File: src/rtl/tcp_handshake_scheduler.sv
// Round-robin owner of a single server-side handshake endpoint: SYN, wait for
// SYN_ACK with bounded retries, ACK, then hold the connection until released.
module tcp_handshake_scheduler #(
    parameter int N_CLIENTS = 4,
    parameter int TIMEOUT   = 16,
    parameter int MAX_RETRY = 3
) (
    input  logic                 clock_i,
    input  logic                 rst_ni,
    input  logic [N_CLIENTS-1:0] req_i,
    input  logic                 rcv_syn_ack_i,
    output logic                 send_syn_o,
    output logic                 send_ack_o,
    output logic [N_CLIENTS-1:0] grant_o,
    output logic                 established_o,
    output logic [N_CLIENTS-1:0] fail_o,
    output logic                 busy_o,
    output logic [7:0]           conn_count_o
);
    localparam int PW = $clog2(N_CLIENTS);
    localparam int TW = $clog2(TIMEOUT);

    typedef enum logic [1:0] {IDLE, SYN_SENT, ACK_SEND, ESTABLISHED} state_e;

    state_e               state_q, state_d;
    logic [PW-1:0]        owner_q, owner_d;
    logic [PW-1:0]        rr_ptr_q, rr_ptr_d;
    logic [TW-1:0]        timer_q, timer_d;
    logic [3:0]           retry_q, retry_d;
    logic [N_CLIENTS-1:0] grant_q, grant_d;
    logic [N_CLIENTS-1:0] fail_q, fail_d;
    logic                 send_syn_q, send_syn_d;
    logic                 send_ack_q, send_ack_d;
    logic                 established_q, busy_q;
    logic [7:0]           conn_q, conn_d;

    logic [PW:0]          cand;
    logic [PW-1:0]        sel_idx;
    logic                 sel_found;

    // First requester after rr_ptr, wrapping at N_CLIENTS (need not be a power of two).
    always_comb begin
        sel_found = 1'b0;
        sel_idx   = '0;
        cand      = '0;
        for (int i = 1; i <= N_CLIENTS; i++) begin
            cand = {1'b0, rr_ptr_q} + (PW+1)'(i);
            if (cand >= (PW+1)'(N_CLIENTS)) cand = cand - (PW+1)'(N_CLIENTS);
            if (!sel_found && req_i[cand[PW-1:0]]) begin
                sel_found = 1'b1;
                sel_idx   = cand[PW-1:0];
            end
        end
    end

    always_comb begin
        state_d    = state_q;
        owner_d    = owner_q;
        rr_ptr_d   = rr_ptr_q;
        timer_d    = timer_q;
        retry_d    = retry_q;
        grant_d    = grant_q;
        conn_d     = conn_q;
        send_syn_d = 1'b0;
        send_ack_d = 1'b0;
        fail_d     = '0;
        case (state_q)
            IDLE: begin
                if (sel_found) begin
                    state_d    = SYN_SENT;
                    owner_d    = sel_idx;
                    grant_d    = N_CLIENTS'(1) << sel_idx;
                    send_syn_d = 1'b1;
                    timer_d    = '0;
                    retry_d    = '0;
                end
            end
            SYN_SENT: begin
                timer_d = timer_q + TW'(1);
                // Release by the owner beats both SYN_ACK and timeout.
                if (!req_i[owner_q]) begin
                    state_d  = IDLE;
                    grant_d  = '0;
                    rr_ptr_d = owner_q;
                end else if (rcv_syn_ack_i) begin
                    state_d = ACK_SEND;
                end else if (timer_q == TW'(TIMEOUT - 1)) begin
                    if (retry_q < 4'(MAX_RETRY)) begin
                        retry_d    = retry_q + 4'd1;
                        timer_d    = '0;
                        send_syn_d = 1'b1;
                    end else begin
                        fail_d   = grant_q;
                        grant_d  = '0;
                        rr_ptr_d = owner_q;
                        state_d  = IDLE;
                    end
                end
            end
            ACK_SEND: begin
                send_ack_d = 1'b1;
                if (conn_q != 8'hFF) conn_d = conn_q + 8'd1;
                state_d = ESTABLISHED;
            end
            ESTABLISHED: begin
                if (!req_i[owner_q]) begin
                    grant_d  = '0;
                    rr_ptr_d = owner_q;
                    state_d  = IDLE;
                end
            end
            default: state_d = IDLE;
        endcase
    end

    always_ff @(posedge clock_i or negedge rst_ni) begin
        if (!rst_ni) begin
            state_q       <= IDLE;
            owner_q       <= '0;
            rr_ptr_q      <= PW'(N_CLIENTS - 1);
            timer_q       <= '0;
            retry_q       <= '0;
            grant_q       <= '0;
            fail_q        <= '0;
            send_syn_q    <= 1'b0;
            send_ack_q    <= 1'b0;
            established_q <= 1'b0;
            busy_q        <= 1'b0;
            conn_q        <= '0;
        end else begin
            state_q       <= state_d;
            owner_q       <= owner_d;
            rr_ptr_q      <= rr_ptr_d;
            timer_q       <= timer_d;
            retry_q       <= retry_d;
            grant_q       <= grant_d;
            fail_q        <= fail_d;
            send_syn_q    <= send_syn_d;
            send_ack_q    <= send_ack_d;
            established_q <= (state_d == ESTABLISHED);
            busy_q        <= (state_d != IDLE);
            conn_q        <= conn_d;
        end
    end

    assign send_syn_o    = send_syn_q;
    assign send_ack_o    = send_ack_q;
    assign grant_o       = grant_q;
    assign established_o = established_q;
    assign fail_o        = fail_q;
    assign busy_o        = busy_q;
    assign conn_count_o  = conn_q;
endmodule

File: config.mk
export PLATFORM = sky130hd
export DESIGN_NAME = tcp_handshake_scheduler
export DESIGN_NICKNAME = d
export VERILOG_FILES = /design/src/rtl/tcp_handshake_scheduler.sv
export SDC_FILE = /design/constraint.sdc
export NUM_CORES = 1
export LEC_CHECK = 0
export ABC_AREA = 1
export CORE_MARGIN = 8
export CORE_UTILIZATION = 53
export CTS_CLUSTER_DIAMETER = 60
export DETAILED_ROUTE_END_ITERATION = 12
export PLACE_DENSITY = 0.75
export SLEW_MARGIN = 20
export SYNTH_ARGS = -nofsm -noshare
export SYNTH_HDL_FRONTEND = slang
export SYNTH_SLANG_ARGS = --single-unit
File: constraint.sdc
create_clock -name clock_i -period 2.15 [get_ports clock_i]
set_input_delay 0.215 -clock clock_i [delete_from_list [all_inputs] [get_ports clock_i]]
set_output_delay 0.215 -clock clock_i [all_outputs]
set_load 0.03 [all_outputs]
==> results of run 1 <==
per-layer routing:
metal | global-route usage | vias to the layer above | part of all wire
li1 | - | 769 | -
met1 | 0.183 | 684 | 0.46
met2 | 0.241 | 42 | 0.46
met3 | 0.0464 | 6 | 0.069
met4 | 0.0576 | 0 | 0.014
met5 | 0 | - | 0
cell families (layout without fill, tap and decap cells):
family	Yosys count	after routing	share of synthesized area
adder cells (fa/ha/maj)	3	3	0.0214
AND/OR/NAND/NOR	133	133	0.335
flip-flops	34	34	0.487
AO/OA/AOI/OAI	13	13	0.0393
XOR/XNOR	8	8	0.0400
multiplexers	1	1	0.00642
buffers and inverters	29	64	0.0707
power by group through the flow:
stage | Combinational [mW] | Clock (mW) | Sequential [mW]
floorplan | 0.970 | 0 | 1.17
global route | 1.73 | 0.393 | 1.06
CTS | 1.55 | 0.365 | 1.03
global placement | 1.53 | 0 | 1.04
finish | 1.54 | 0.353 | 1.03
detailed placement | 1.54 | 0 | 1.04
layout make-up:
type	instances	area [um2]	share of cell area
Sequential cell	34	853	0.401
Multi-Input combinational cell	158	776	0.365
Timing Repair Buffer	29	283	0.133
Inverter	27	101	0.0477
Tap cell	46	57.6	0.0271
Clock buffer	6	41.3	0.0194
Clock inverter	2	13.8	0.00647
how the worst max path moves through the flow:
stage / startpoint / end / slack [ns] / cells after the start
final: rr_ptr_q[0] / owner_q[0] / 0.38 / 11
after global routing: rr_ptr_q[0] / grant_o[0] / 0.22 / 12
after CTS: rr_ptr_q[0] / owner_q[0] / 0.39 / 11
after detailed placement: req_i[1] / retry_q[0] / 0.30 / 8
after global placement: req_i[1] / retry_q[1] / 0.33 / 9
after floorplan: conn_count_o[0] / conn_count_o[1] / 0.48 / 6
sequential cells by signal, summed over array words and instances (netlist names), 2 cells and up:
name          count
rr_ptr_q          2
retry_q           4
state_q           2
owner_q           2
grant_o           4
conn_count_o      8
fail_o            4
timer_q           4
placed cells by master (no fill, tap or decap):
cell type,count
clkdlybuf4s50_1,26
nor3b_1,3
clkinv_2,1
buf_4,3
nand4_1,3
nand3_2,2
nor2_4,1
inv_1,25
inv_2,2
ha_1,3
clkinv_4,1
xnor2_1,4
clkbuf_4,5
o21ai_2,1
nand2_2,4
a21oi_1,2
clkbuf_1,1
dfrtp_1,32
o21ai_0,9
nand2_4,1
nand3_1,24
xor2_1,4
nand2_1,74
dfstp_2,2
nor3_1,2
nor2_1,19
mux2_2,1
o21ai_1,1
stage by stage:
step                      cell area, um2  worst slack (ns)  total power, mW  cells  hold WS [ns]
after CTS                           2130             0.388             2.94    302         0.280
after global placement              2070             0.329             2.57    294         0.483
after floorplan                     1750             0.479             2.14    221       -0.0806
after global routing                2130             0.220             3.19    302         0.312
final                               2130             0.376             2.92    302         0.274
after detailed placement            2070             0.302             2.58    294         0.493
==> flow_summary.json, run 1 <==
{
  "synth_edf_count": 0,
  "final_util": 0.652,
  "vias_per_cell": 4.97,
  "timing.final.crit_share": 0.825,
  "cts_setup_buffers": 0,
  "port_buffers": 26,
  "synth_top_area_frac": 0.457,
  "chipWidth_um": 73.5,
  "finalHoldViolations": 0,
  "fin_tns_setup_ns": 0,
  "post-synth-top-count-cell": "nand2_1",
  "die_y_um": 73.5,
  "core-area_um2": 3260,
  "syn2layout_area_growth_pct": 21.3,
  "status": "finished clean",
  "seq_area_frac_synth": 0.487,
  "grt_pass1_wl_mm": 6.34,
  "swShare": 0.478,
  "grt_max_degree": 35,
  "hpwlAfterDp_mm": 2.77,
  "syn_area_um2": 1750,
  "critPathMaxStageDelay_ns": 0.64,
  "grt-ovfl-total": 0,
  "cts-buffers-inserted": 5,
  "setup_violations": 0,
  "fill_cells": 304,
  "worst_path_dominant_cell_family": "simple AND/OR/NAND/NOR gates",
  "cts_resized": 0,
  "ys_types": 24,
  "layout-drive-gt1-share": 0.0938,
  "rows": 21,
  "synth_seq_cells": 34,
  "cp_slowest_cell": "dfstp_2",
  "reg2reg_depth": 11,
  "worst-path-max-fanout": 18,
  "p_leak_nw": 1.07,
  "skew_ns": 0.00621,
  "critPathBufInv": 2,
  "worstPathCellList": "inv_2 -> nand2_1 -> nand2_1 -> nand2_2 -> nand2_2 -> nor2_4 -> nand3_2 -> nand2_4 -> inv_1 -> nor2_1 -> nor2_1",
  "r2r-start": "rr_ptr_q[0]",
  "rsz0062_at_grt": "no",
  "worstSetupEndpointType": "register",
  "grt.total_usage": 0.150,
  "synth_area_leaders": "dfrtp_1, nand2_1, nand3_1",
  "drt-initial-drc-count": 160,
  "r2r_end": "owner_q[0]",
  "worstMarginPinSlew_ns": 0.415,
  "wl_mm": 3.64,
  "power_density_nw_per_um2": 1370,
  "vdd_drop_max_mv": 0.640,
  "antenna_found_initial": 0,
  "drc": 0,
  "drv_slew": 0,
  "die_area_um2": 5400,
  "cts_max_level": 2,
  "grt_pass1_vias": 1402,
  "switchingPower_mw": 1.40,
  "ant_nets": 0,
  "r2r_slack_ns": 0.38,
  "finalCriticalPeriod_ns": 1.77,
  "cts_tree": "done",
  "diodes": 0,
  "cap_violations": 0,
  "cts_buffer_depth": 2,
  "clk_latency_ns": 0.34,
  "hold_buffers": 0,
  "syn_area_per_cell_um2": 7.93,
  "firstDrtPassIters": 4,
  "hold_path_class": "in -> async",
  "async_flop_share": 1.00,
  "critPathKind": "reg -> reg",
  "yosys_warnings": 0,
  "io_pins": 27,
  "synth_commonest_cells": "nand2_1, dfrtp_1, inv_1",
  "cp.arrival_ns": 2.00,
  "seqPwrFrac": 0.353,
  "max_clock_freq_ghz": 0.564,
  "slew_headroom": 0.724,
  "initial_core_util": 0.538,
  "clkSlewWorstSetupHoldPaths_ns": 0.11,
  "clock_sinks": 34,
  "clockPowerShare": 0.121,
  "intPower_mw": 1.52,
  "cts_root_buf": "clkbuf_4",
  "power.share.combinational": 0.526,
  "vias": 1501,
  "synth_nets": 231,
  "synth_top_area_cell": "dfrtp_1",
  "synth_flop_cell": "dfrtp_1",
  "routabilityCongestion": 0.883,
  "finalNetCount": 265,
  "crit_required_ns": 2.38,
  "wl_per_cell_um": 12.1,
  "synth_cells": 221,
  "worstSetupStartpointType": "register"
}
Power figures use the tool's default switching activity.
==> run 2, diff against run 1 <==
Clock period 2.15 ns to 1.7 ns, I/O delays scaled along.
==> flow_summary.json, run 2 (synthesized netlist as in run 1, its figures left out) <==
{
  "finalNetCount": 276,
  "grt_max_degree": 35,
  "slew_headroom": 0.631,
  "die_y_um": 73.5,
  "port_buffers": 26,
  "gr-usage-met3": 0.0464,
  "crit_required_ns": 1.98,
  "r2r_slack_ns": -0.003,
  "layout_commonest_cell": "nand2_1",
  "chipWidth_um": 73.5,
  "die_area_um2": 5400,
  "ant_nets": 0,
  "totalPowerFinal_mw": 4.17,
  "stdcell_area_um2": 2280,
  "grt-busiest-layer": "met2",
  "io_pins": 27,
  "wl_mm": 3.94,
  "clock_sinks": 34,
  "seqPwrFrac": 0.312,
  "switchingPower_mw": 1.97,
  "power_density_nw_per_um2": 1830,
  "place_area_um2": 2130,
  "worstSetupStartpointType": "register",
  "cp.arrival_ns": 1.98,
  "firstDrtPassIters": 4,
  "diodes": 0,
  "cts_tree": "done",
  "skew_ns": 0.00940,
  "cap_violations": 0,
  "rsz0062_at_grt": "yes",
  "core-area_um2": 3260,
  "finalHoldViolations": 0,
  "routabilityCongestion": 0.874,
  "grt.total_usage": 0.157,
  "timing.final.crit_share": 1.00,
  "worst-path-max-fanout": 9,
  "fin_tns_setup_ns": -0.00288,
  "setup_violations": 1,
  "final_util": 0.700,
  "rows": 21,
  "grt_pass1_wl_mm": 6.60,
  "clk_latency_ns": 0.34,
  "vdd_drop_max_mv": 0.954,
  "largest_reg_flops": 8,
  "drv_slew": 0,
  "swShare": 0.472,
  "vias_per_cell": 4.97,
  "cts-buffers-inserted": 5,
  "grt-ovfl-total": 0,
  "status": "finished with violations",
  "vias": 1556,
  "wl_per_cell_um": 12.6,
  "cts_buffer_depth": 2,
  "max_clock_freq_ghz": 0.587,
  "p_leak_nw": 1.14,
  "worstMarginPinSlew_ns": 0.552,
  "violations": "setup timing",
  "hold_path_class": "in -> async",
  "use_met2": 0.260,
  "initial_core_util": 0.538,
  "clkSlewWorstSetupHoldPaths_ns": 0.11,
  "grt_pass1_vias": 1491,
  "drc": 0,
  "cts_root_buf": "clkbuf_4",
  "antenna_found_initial": 0,
  "post-place-ws_ns": -0.0543,
  "layout_common_cells": "nand2_1, dfrtp_1, nand3_1, clkdlybuf4s50_1, inv_1",
  "critPathKind": "reg -> reg",
  "worst_slack_ns": -0.00288,
  "cts_max_level": 2,
  "layout-drive-gt1-share": 0.176,
  "drt-initial-drc-count": 102,
  "met1_usage": 0.186,
  "power.share.combinational": 0.574,
  "worstSetupEndpointType": "register",
  "clockPowerShare": 0.114,
  "hpwlAfterDp_mm": 2.88,
  "finalCriticalPeriod_ns": 1.70,
  "syn2layout_area_growth_pct": 30.1,
  "intPower_mw": 2.20,
  "hold_buffers": 0
}
==> run 2: worst max-delay path, stage by stage (launching register included) <==
cell and delay (ns):
dfstp_2 0.63, inv_4 0.08, nand2_1 0.06, nand2_1 0.07, nand2_2 0.08, nand2_2 0.07, nor2_4 0.13, nand3_4 0.14
nand2_8 0.13, buf_4 0.12, nand3_1 0.06, nand2_1 0.07
==> run 2: area by class of cell <==
class,count,area (um2)
fillers,298,978
flip-flops and latches,34,853
multi-input cells,159,831
repair buffers,39,370
inverters,27,104
well taps,46,57.6
clock buffers,6,51.3
clock inverters,2,12.5
==> run 2: routing by layer <==
layer / share of wire / wire length (um)
met5: 0 / 0
met3: 0.056 / 222
met4: 0.013 / 51
met1: 0.46 / 1800
met2: 0.47 / 1870
==> run 2: power by group through the flow <==
stage / registers [mW] / clock network, mW / logic (mW)
after floorplan: 1.48 / 0 / 1.23
after global placement: 1.31 / 0 / 2.08
after detailed placement: 1.32 / 0 / 2.11
after CTS: 1.29 / 0.487 / 2.17
after global routing: 1.33 / 0.519 / 2.67
final: 1.30 / 0.476 / 2.39
==> run 2: repair_timing <==
action	4_1_cts	5_1_grt
buffers inserted	2	0
hold endpoints to repair	0	0
cloned	0	1
resized for setup	1	23
setup endpoints to repair	10	18
pin swaps	0	1
==> run 2: worst paths after layout <==
| path | to | startpoint | depth (start not counted) |
|---|---|---|---|
| setup / recovery | grant_o[2] | rr_ptr_q[0] | 11 |
| hold / removal | conn_count_o[5] | rst_ni | 2 |
| setup reg to reg | grant_o[2] | rr_ptr_q[0] | 11 |
| hold reg to reg | retry_q[0] | retry_q[0] | 1 |
| max in group asynchronous | rr_ptr_q[1] | rst_ni | 2 |
| min in group clock_i | retry_q[0] | retry_q[0] | 1 |
==> run 2: per-stage QoR <==
step	hold WS, ns	cells
floorplan	-0.126	221
global placement	0.480	302
detailed placement	0.492	302
CTS	0.237	312
global route	0.257	313
finish	0.227	313
